==> src/rtl/pixel_row_readout.sv <==
// Row sequencer: erase, expose, ramp conversion and read for one pixel row, then streams the
// captured pixel codes over a valid/ready handshake. All outputs are registered.
module pixel_row_readout #(
  parameter int unsigned PIXEL_ARRAY_WIDTH = 2,
  parameter int unsigned PIXEL_BITS        = 8,
  parameter int unsigned ERASE_CYCLES      = 5,
  parameter int unsigned EXPOSE_CYCLES     = 255,
  localparam int unsigned IdxW = (PIXEL_ARRAY_WIDTH > 1) ? $clog2(PIXEL_ARRAY_WIDTH) : 1
) (
  input  logic                                  clk,
  input  logic                                  reset,
  input  logic                                  start,
  output logic                                  erase,
  output logic                                  expose,
  output logic                                  analog_ramp,
  output logic [7:0]                            digital_ramp,
  output logic                                  read,
  input  logic [PIXEL_ARRAY_WIDTH*PIXEL_BITS-1:0] row_data,
  output logic                                  pixel_valid,
  input  logic                                  pixel_ready,
  output logic [PIXEL_BITS-1:0]                 pixel_data,
  output logic [IdxW-1:0]                       pixel_index,
  output logic                                  busy,
  output logic                                  frame_done
);

  localparam int unsigned MaxPhase = (ERASE_CYCLES > EXPOSE_CYCLES) ? ERASE_CYCLES : EXPOSE_CYCLES;
  localparam int unsigned MaxCnt   = (MaxPhase > 2) ? MaxPhase : 2;
  localparam int unsigned CntW     = $clog2(MaxCnt + 1);

  typedef enum logic [2:0] {
    StIdle, StErase, StExpose, StConvert, StRead, StStream, StDone
  } state_e;

  state_e                state;
  logic [CntW-1:0]       cnt;
  logic [PIXEL_BITS-1:0] row_buf [PIXEL_ARRAY_WIDTH];
  logic [IdxW-1:0]       idx_next;

  assign idx_next = pixel_index + 1'b1;

  // Capture buffer is intentionally never cleared; it is only visible during streaming.
  always_ff @(posedge clk) begin
    if (state == StRead && cnt == CntW'(2)) begin
      for (int i = 0; i < PIXEL_ARRAY_WIDTH; i++) begin
        row_buf[i] <= row_data[i*PIXEL_BITS +: PIXEL_BITS];
      end
    end
  end

  always_ff @(posedge clk or posedge reset) begin
    if (reset) begin
      state        <= StIdle;
      cnt          <= '0;
      erase        <= 1'b0;
      expose       <= 1'b0;
      analog_ramp  <= 1'b0;
      digital_ramp <= '0;
      read         <= 1'b0;
      pixel_valid  <= 1'b0;
      pixel_data   <= '0;
      pixel_index  <= '0;
      busy         <= 1'b0;
      frame_done   <= 1'b0;
    end else begin
      case (state)
        StIdle: begin
          if (start) begin
            state <= StErase;
            cnt   <= '0;
            busy  <= 1'b1;
          end
        end
        // cnt tracks how many cycles the phase output has already been high.
        StErase: begin
          if (cnt == CntW'(ERASE_CYCLES)) begin
            erase  <= 1'b0;
            expose <= 1'b1;
            cnt    <= CntW'(1);
            state  <= StExpose;
          end else begin
            erase <= 1'b1;
            cnt   <= cnt + 1'b1;
          end
        end
        StExpose: begin
          if (cnt == CntW'(EXPOSE_CYCLES)) begin
            expose       <= 1'b0;
            analog_ramp  <= 1'b1;
            digital_ramp <= '0;
            state        <= StConvert;
          end else begin
            cnt <= cnt + 1'b1;
          end
        end
        StConvert: begin
          if (digital_ramp == 8'hFF) begin
            analog_ramp  <= 1'b0;
            digital_ramp <= '0;
            read         <= 1'b1;
            cnt          <= CntW'(1);
            state        <= StRead;
          end else begin
            digital_ramp <= digital_ramp + 1'b1;
          end
        end
        StRead: begin
          if (cnt == CntW'(2)) begin
            read        <= 1'b0;
            pixel_valid <= 1'b1;
            pixel_index <= '0;
            pixel_data  <= row_data[PIXEL_BITS-1:0];
            state       <= StStream;
          end else begin
            cnt <= cnt + 1'b1;
          end
        end
        StStream: begin
          if (pixel_ready) begin
            if (pixel_index == IdxW'(PIXEL_ARRAY_WIDTH - 1)) begin
              pixel_valid <= 1'b0;
              pixel_data  <= '0;
              pixel_index <= '0;
              frame_done  <= 1'b1;
              state       <= StDone;
            end else begin
              pixel_index <= idx_next;
              pixel_data  <= row_buf[idx_next];
            end
          end
        end
        StDone: begin
          frame_done <= 1'b0;
          busy       <= 1'b0;
          state      <= StIdle;
        end
        default: state <= StIdle;
      endcase
    end
  end

endmodule

==> config.mk <==
export PLATFORM = sky130hd
export DESIGN_NAME = pixel_row_readout
export DESIGN_NICKNAME = d
export VERILOG_FILES = /design/src/rtl/pixel_row_readout.sv
export SDC_FILE = /design/constraint.sdc
export NUM_CORES = 1
export LEC_CHECK = 0
export BUFFER_PORTS_ARGS = -buffer_cell sky130_fd_sc_hd__buf_2
export CAP_MARGIN = 20
export CELL_PAD_IN_SITES_DETAIL_PLACEMENT = 0
export CELL_PAD_IN_SITES_GLOBAL_PLACEMENT = 1
export CORE_MARGIN = 10
export CORE_UTILIZATION = 44
export CTS_CLUSTER_DIAMETER = 80
export DETAILED_ROUTE_END_ITERATION = 10
export PLACE_DENSITY_LB_ADDON = 0.12
export SYNTH_ARGS = -nofsm -noshare
export SYNTH_HDL_FRONTEND = slang
export SYNTH_SLANG_ARGS = --single-unit
==> constraint.sdc <==
create_clock -name clk -period 5.65 [get_ports clk]
set_input_delay 0.8475 -clock clk [delete_from_list [all_inputs] [get_ports clk]]
set_output_delay 0.8475 -clock clk [all_outputs]
set_load 0.02 [all_outputs]
==> results of run 1 <==
## sequential cells by signal, summed over array words and instances, names as in the netlist
| register | cells |
|---|---|
| row_buf | 8 |
| pixel_index | 1 |
| analog_ramp | 1 |
| digital_ramp | 8 |
| erase | 1 |
| cnt | 8 |
| pixel_valid | 1 |
| state | 3 |
| expose | 1 |
| pixel_data | 8 |
| read | 1 |
| frame_done | 1 |
| busy | 1 |
## layout by cell type (no fill, tap or decap), drive strengths merged, types with 3 or more instances in the layout
cell / count
a21oi: 13
a221o: 4
a22oi: 4
and3: 3
buf: 45
clkbuf: 5
dfrtp: 35
edfxtp: 8
ha: 4
inv: 12
nand2: 20
nand2b: 9
nand3: 9
nand3b: 3
nand4: 3
nor2: 19
nor4: 3
o21ai: 22
o22ai: 8
o31ai: 5
or3: 4
## worst paths after layout
kind,from,to,cells after the start
max,state[0],cnt[7],5
min,pixel_data[6],pixel_data[6],2
max reg2reg,state[0],cnt[7],5
min reg2reg,pixel_data[6],pixel_data[6],2
max in group asynchronous,reset,cnt[1],3
min in group asynchronous,reset,digital_ramp[5],3
## cell families after synthesis
logic type / Yosys count
adders and majority gates: 4
muxes: 1
xor gates and xnor gates: 1
DFF: 43
buffers and inverters: 20
and+or+nand+nor: 79
AOI/OAI and AO/OA: 65
## where the power goes
| part | internal (mW) | leakage [nW] | switching, mW |
|---|---|---|---|
| combinational | 0.166 | 0.532 | 0.262 |
| sequential | 0.385 | 0.523 | 0.0907 |
| clock | 0.132 | 0.0581 | 0.110 |
## stage by stage
stage	power [mW]	utilization, %	worst slack, ns
final	1.15	52.6	3.13
after floorplan	0.814	-	3.46
after detailed placement	0.915	50.2	3.14
after global placement	0.913	50.2	3.27
after CTS	1.16	52.6	3.13
after global routing	1.24	52.6	2.97
## routing by layer
layer	track usage, %	vias up
met5	0	-
met4	3.47	0
met3	3.92	7
met2	21.4	25
met1	14.7	812
li1	-	863
## final cells by class
class | count | area share, %
Tap cell | 54 | 2.74
Clock buffer | 5 | 2.79
Clock inverter | 3 | 1.77
Sequential cell | 43 | 45.2
Inverter | 12 | 1.82
Timing Repair Buffer | 45 | 9.32
Multi-Input combinational cell | 150 | 36.4
## worst max-delay path: cells and delay by family, from the launching register on
family	cells	cell delay, ns
flops	1	0.61
simple gates	3	1.26
compound gates	2	0.52
==> impl_metrics.csv, run 1 <==
group,metric,value,unit
drt,vias_per_cell,5.47,
clocking,cts_root_buf,"clkbuf_8",
yosys,yosysSeqAreaShare,53.0,%
clocking,htree_levels,2,
cells_and_area,area_delta_synth_final,17.3,%
setup_path,cpPeakStageDelay,0.67,ns
setup_path,endpoint_kind,"flip-flop",
drt,top_layer_used,"met4",
timing,worst_pin_slew,0.770,ns
grt,grt_pass1_wl,7910,µm
placed_design,dp_hpwl,3420,µm
setup_path,crit_slowest_cell,"nor4_1",
yosys,syn_avg_cell_area,9.89,µm²
clocking,clk_latency,0.30,ns
clocking,cts_hold_buf,0,
clocking,cts_buffer_depth,2,
yosys,synthAdderAreaFrac,2.38,%
die,die_y,89.2,µm
min_path,hold_class,"reg2reg",
yosys,synth_xor_area_share,0.416,%
grt,antenna_found_initial,0,
timing,skew,0.00841,ns
yosys,yosys.area_share.simple,19.9,%
timing,period_share,44.6,%
drt,wl_met2,2380,µm
yosys,synth_edf_count,8,
yosys,yosysWarningCount,0,
setup_path,path_cells,"nand2b_1 -> nor4_1 -> a211o_1 -> nand2b_1 -> o22ai_1",
cells_and_area,register_area,1120,µm²
drt,wl_met3,262,µm
yosys,synth_top_family_by_area,"simple AND/OR/NAND/NOR gates",
clocking,postCtsResizedCells,0,
die,core-area,4690,µm²
clocking,cts_buffers,5,
cells_and_area,final_cells,312,
clocking,cts_sinks,43,
timing,grt_setup_unrepaired,"no",
die,initial_core_util,44.9,%
power,p_leak,1.11,nW
yosys,muxShareOfSynthArea,0.535,%
yosys,synth_cell_types,38,
yosys,synth_fp_nets,237,
die,die_w,89.2,µm
cells_and_area,nets,281,
timing,period_needed,2.52,ns
yosys,synthMostInstantiatedCell,"dfrtp_1",
placed_design,io_buffer_count,43,
clocking,path_clk_slew,0.08,ns
die,rows,25,
cells_and_area,final_area,2470,µm²
cells_and_area,antennaDiodeCount,0,
yosys,synth_top_area_cell,"dfrtp_1",
yosys,synth_ff_type,"dfrtp_1",
drt,drt-initial-drc-count,81,
timing,hold_viol_final,0,
yosys,netlist_area,2110,µm²
drt,drc,0,
timing,finalSetupTns,0,ns
drt,num_vias,1707,
setup_path,worstSetupPathType,"reg2reg",
timing,hold-worst-slack,0.478,ns
setup_path,rrSetupSlack,3.13,ns
setup_path,path_common_cell,"nand2b_1",
setup_path,cp.arrival,2.69,ns
cells_and_area,multiInputGateArea,898,µm²
cells_and_area,num-fill-cells,452,
drt,ant_nets,0,
placed_design,dpl_cell_area,2360,µm²
grt,gr-total-overflow,0,
yosys,yosysTopAreaCellShare,41.6,%
grt,grt_pass1_vias,1690,
placed_design,gp_congestion,0.778,
setup_path,crit_fanout,21,
drt,drtPass1Iterations,5,
yosys,synthTopCellsByCount,"dfrtp_1 (35), o21ai_0 (22), nand2_1 (20), nor2_1 (19), a21oi_1 (13)",
yosys,synth-async-reset-ratio,81.4,%
drt,routedWlPerCell,15.4,µm
clocking,tritoncts,"yes",
yosys,synthCells,213,
clocking,post_cts_buffers,0,
yosys,synth_compound_area_share,19.4,%
timing,setup_viol,0,
power,pwr_density_cell,464,nW/µm²
run_status,run_status,"finished, final reports clean",
power,ir_worst_vdd,0.000198,V
timing,fmax,397,MHz
timing,finalMaxSlewViolations,0,
drt,wl_met1,2120,µm
timing,relSlewSlack,48.2,%
cells_and_area,drive_above_1_share,23.3,%
run,max_cap_viol_count,0,
yosys,synthTopCellsByArea,"dfrtp_1 (42%), edfxtp_1 (11%), o21ai_0 (5.2%), nand2_1 (3.6%), nor2_1 (3.4%)",
grt,grt_max_degree,36,
die,pin_count,44,
die,dieArea,7950,µm²
setup_path,crit_required,5.82,ns
placed_design,dp_cells,304,
drt,drt-total-wl,4810,µm
grt,grt_usage,12.5,%
setup_path,crit_path_start_kind,"flip-flop",
yosys,synth-seq-cells,43,
Power figures use the tool's default switching activity.
==> run 2, diff against run 1 <==
--- a/config.mk
+++ b/config.mk
@@ -5,12 +5,13 @@
 export SDC_FILE = /design/constraint.sdc
 export NUM_CORES = 1
 export LEC_CHECK = 0
+export ABC_AREA = 1
 export BUFFER_PORTS_ARGS = -buffer_cell sky130_fd_sc_hd__buf_2
 export CAP_MARGIN = 20
 export CELL_PAD_IN_SITES_DETAIL_PLACEMENT = 0
 export CELL_PAD_IN_SITES_GLOBAL_PLACEMENT = 1
 export CORE_MARGIN = 10
-export CORE_UTILIZATION = 44
+export CORE_UTILIZATION = 36
 export CTS_CLUSTER_DIAMETER = 80
 export DETAILED_ROUTE_END_ITERATION = 10
 export PLACE_DENSITY_LB_ADDON = 0.12
==> constraint.sdc (replaced) <==
create_clock -name clk -period 2.2 [get_ports clk]
set_input_delay 0.33 -clock clk [delete_from_list [all_inputs] [get_ports clk]]
set_output_delay 0.33 -clock clk [all_outputs]
set_load 0.02 [all_outputs]
==> run 2 against run 1 <==
Register-to-register slack got worse by 2.6 ns. Design area up 13%. Utilization shrank 8.8 points. Hold slack worse by 0.35 ns. Die area is 29% higher. Sequential power rose by 70%. Wire length grew 19%. Flip-flop and latch count did not move. Worst setup slack got worse by 2.6 ns. Non-clock buffer count is 1 lower. Fmax up 48%. Largest cell class unchanged. Highest routed layer unchanged.
==> impl_metrics.csv, run 2 <==
group,metric,value,unit
run_status,run_status,"finished, final reports clean",
timing,period_needed,1.71,ns
die,pin_count,44,
drt,drt-total-wl,5700,µm
timing,hold_viol_final,0,
timing,skew,0.0117,ns
yosys,synth_edf_count,8,
die,initial_core_util,37.2,%
power,p_clk_share,46.6,%
power,switchingPower,0.311,mW
yosys,netlist_area,2380,µm²
clocking,cts_root_buf,"clkbuf_8",
timing,relSlewSlack,68.7,%
cells_and_area,layout_commonest_cell,"nand2_1",
timing,setup_viol,0,
clocking,htree_levels,2,
grt,grt_usage,11.6,%
run,max_cap_viol_count,0,
die,die_w,101,µm
setup_path,cp.arrival,1.91,ns
placed_design,dp_hpwl,4230,µm
clocking,path_clk_slew,0.09,ns
yosys,synth-seq-cells,43,
die,rows,29,
clocking,post_cts_buffers,0,
cells_and_area,final_cells,425,
grt,grt_pass1_vias,1922,
clocking,cts_sinks,43,
power,swShare,19.5,%
setup_path,crit_fanout,8,
placed_design,io_buffer_count,43,
yosys,synth_cell_types,32,
power,combPwrFrac,2.5,%
power,p_int,1.28,mW
timing,finalMaxSlewViolations,0,
yosys,syn_avg_cell_area,7.93,µm²
clocking,cts_buffer_depth,2,
yosys,yosysSeqAreaShare,46.9,%
setup_path,rr_worst_depth,8,
cells_and_area,antennaDiodeCount,0,
cells_and_area,area_delta_synth_final,17.7,%
clocking,postCtsResizedCells,0,
cells_and_area,nets,371,
yosys,synthCells,300,
yosys,synth-async-reset-ratio,81.4,%
placed_design,post-place-ws,0.482,ns
setup_path,worstSetupPathType,"reg2reg",
die,dieArea,10300,µm²
timing,setup_slack,0.494,ns
placed_design,dp_cells,417,
setup_path,crit_path_start_kind,"flip-flop",
power,ir_worst_vdd,0.000247,V
die,die_y,101,µm
drt,vias_per_cell,4.59,
drt,drc,0,
drt,ant_nets,0,
yosys,synthTopCellsByArea,"dfrtp_1 (37%), nand2_1 (17%), edfxtp_1 (10%), nand3_1 (4.2%), nor2_1 (3.6%)",
grt,antenna_found_initial,0,
grt,grt_max_degree,36,
die,core-area,6390,µm²
drt,num_vias,1951,
timing,worst_pin_slew,0.469,ns
yosys,yosysTopAreaCellShare,36.8,%
grt,gr-total-overflow,0,
yosys,synth_top_area_cell,"dfrtp_1",
setup_path,endpoint_kind,"flip-flop",
setup_path,crit_required,2.40,ns
placed_design,gp_congestion,0.761,
clocking,cts_hold_buf,0,
timing,hold-worst-slack,0.124,ns
clocking,tritoncts,"yes",
min_path,hold_class,"in2async",
yosys,yosysWarningCount,0,
power,p_leak,1.43,nW
cells_and_area,final_cell_mix,"nand2_1 (109), buf_2 (43), dfrtp_1 (35)",
cells_and_area,drive_above_1_share,24.4,%
clocking,cts_buffers,5,
timing,period_share,77.5,%
yosys,synthTopCellsByCount,"nand2_1 (109), dfrtp_1 (35), nor2_1 (23), inv_1 (22), nand3_1 (20)",
drt,routedWlPerCell,13.4,µm
timing,grt_setup_unrepaired,"no",
timing,finalSetupTns,0,ns
cells_and_area,fin_util,43.8,%
drt,drt-initial-drc-count,46,
yosys,synthMostInstantiatedCell,"nand2_1",
drt,drtPass1Iterations,4,
power,seq_power_share,50.9,%
yosys,synth_fp_nets,324,
timing,fmax,586,MHz
clocking,clk_latency,0.30,ns
grt,grt_pass1_wl,9540,µm
yosys,synth_ff_type,"dfrtp_1",
power,pwr_density_cell,568,nW/µm²
run 2: final cells by class:
class	instances	area, µm²
multi-input cells	220	1100
well taps	77	96.3
clock buffers	6	72.6
repair buffers	44	223
inverters	33	126
flip-flops and latches	43	1120
fillers	698	3590
clock inverters	2	60.1
run 2: critical path, stage by stage (launching register included):
cell and delay (ns):
dfrtp_1 0.42, ha_1 0.21, nand2_1 0.06, nor2_1 0.22, nand2_1 0.11, nand2_2 0.14
nand4_2 0.26, nand2_1 0.13, nand2_1 0.05
run 2: layer usage:
layer  global-route usage [%]  vias up  wire length [µm]
met1                     14.2      870              2650
met4                     4.18        0                49
met5                        0        -                 0
met2                     18.6       33              2670
met3                     3.81        5               329
li1                         -     1043                 -
run 2: final timing paths:
check	startpoint	end	slack, ns
worst min-delay path	reset	digital_ramp[6]	0.12
max in group asynchronous	reset	pixel_data[0]	1.74
min in group clk	row_data[15]	row_buf[1][7]	0.21
worst max-delay path	digital_ramp[0]	cnt[2]	0.49
worst min register to register	pixel_data[2]	pixel_data[2]	0.48
worst max register to register	digital_ramp[0]	cnt[2]	0.49
run 2: stage by stage:
stage	power (mW)	cell area [µm²]
finish	1.59	2800
global route	1.64	2800
CTS	1.61	2800
detailed placement	0.867	2670
global placement	0.868	2670
floorplan	0.842	2380
run 2: logic make-up after synthesis:
group / share of synthesized area, %
buffers and inverters: 6.63
adders and majority gates: 2.10
and+or+nand+nor: 35.3
DFF: 46.9
AOI/OAI and AO/OA: 7.21
xor gates and xnor gates: 1.84
run 2: power groups by stage:
stage                     clock network [mW]  registers [mW]  logic (mW)
final                                  0.742           0.810      0.0390
after detailed placement                   0           0.826      0.0407
after CTS                              0.761           0.810      0.0409
after floorplan                            0           0.826      0.0157
after global routing                   0.787           0.810      0.0457
after global placement                     0           0.826      0.0413
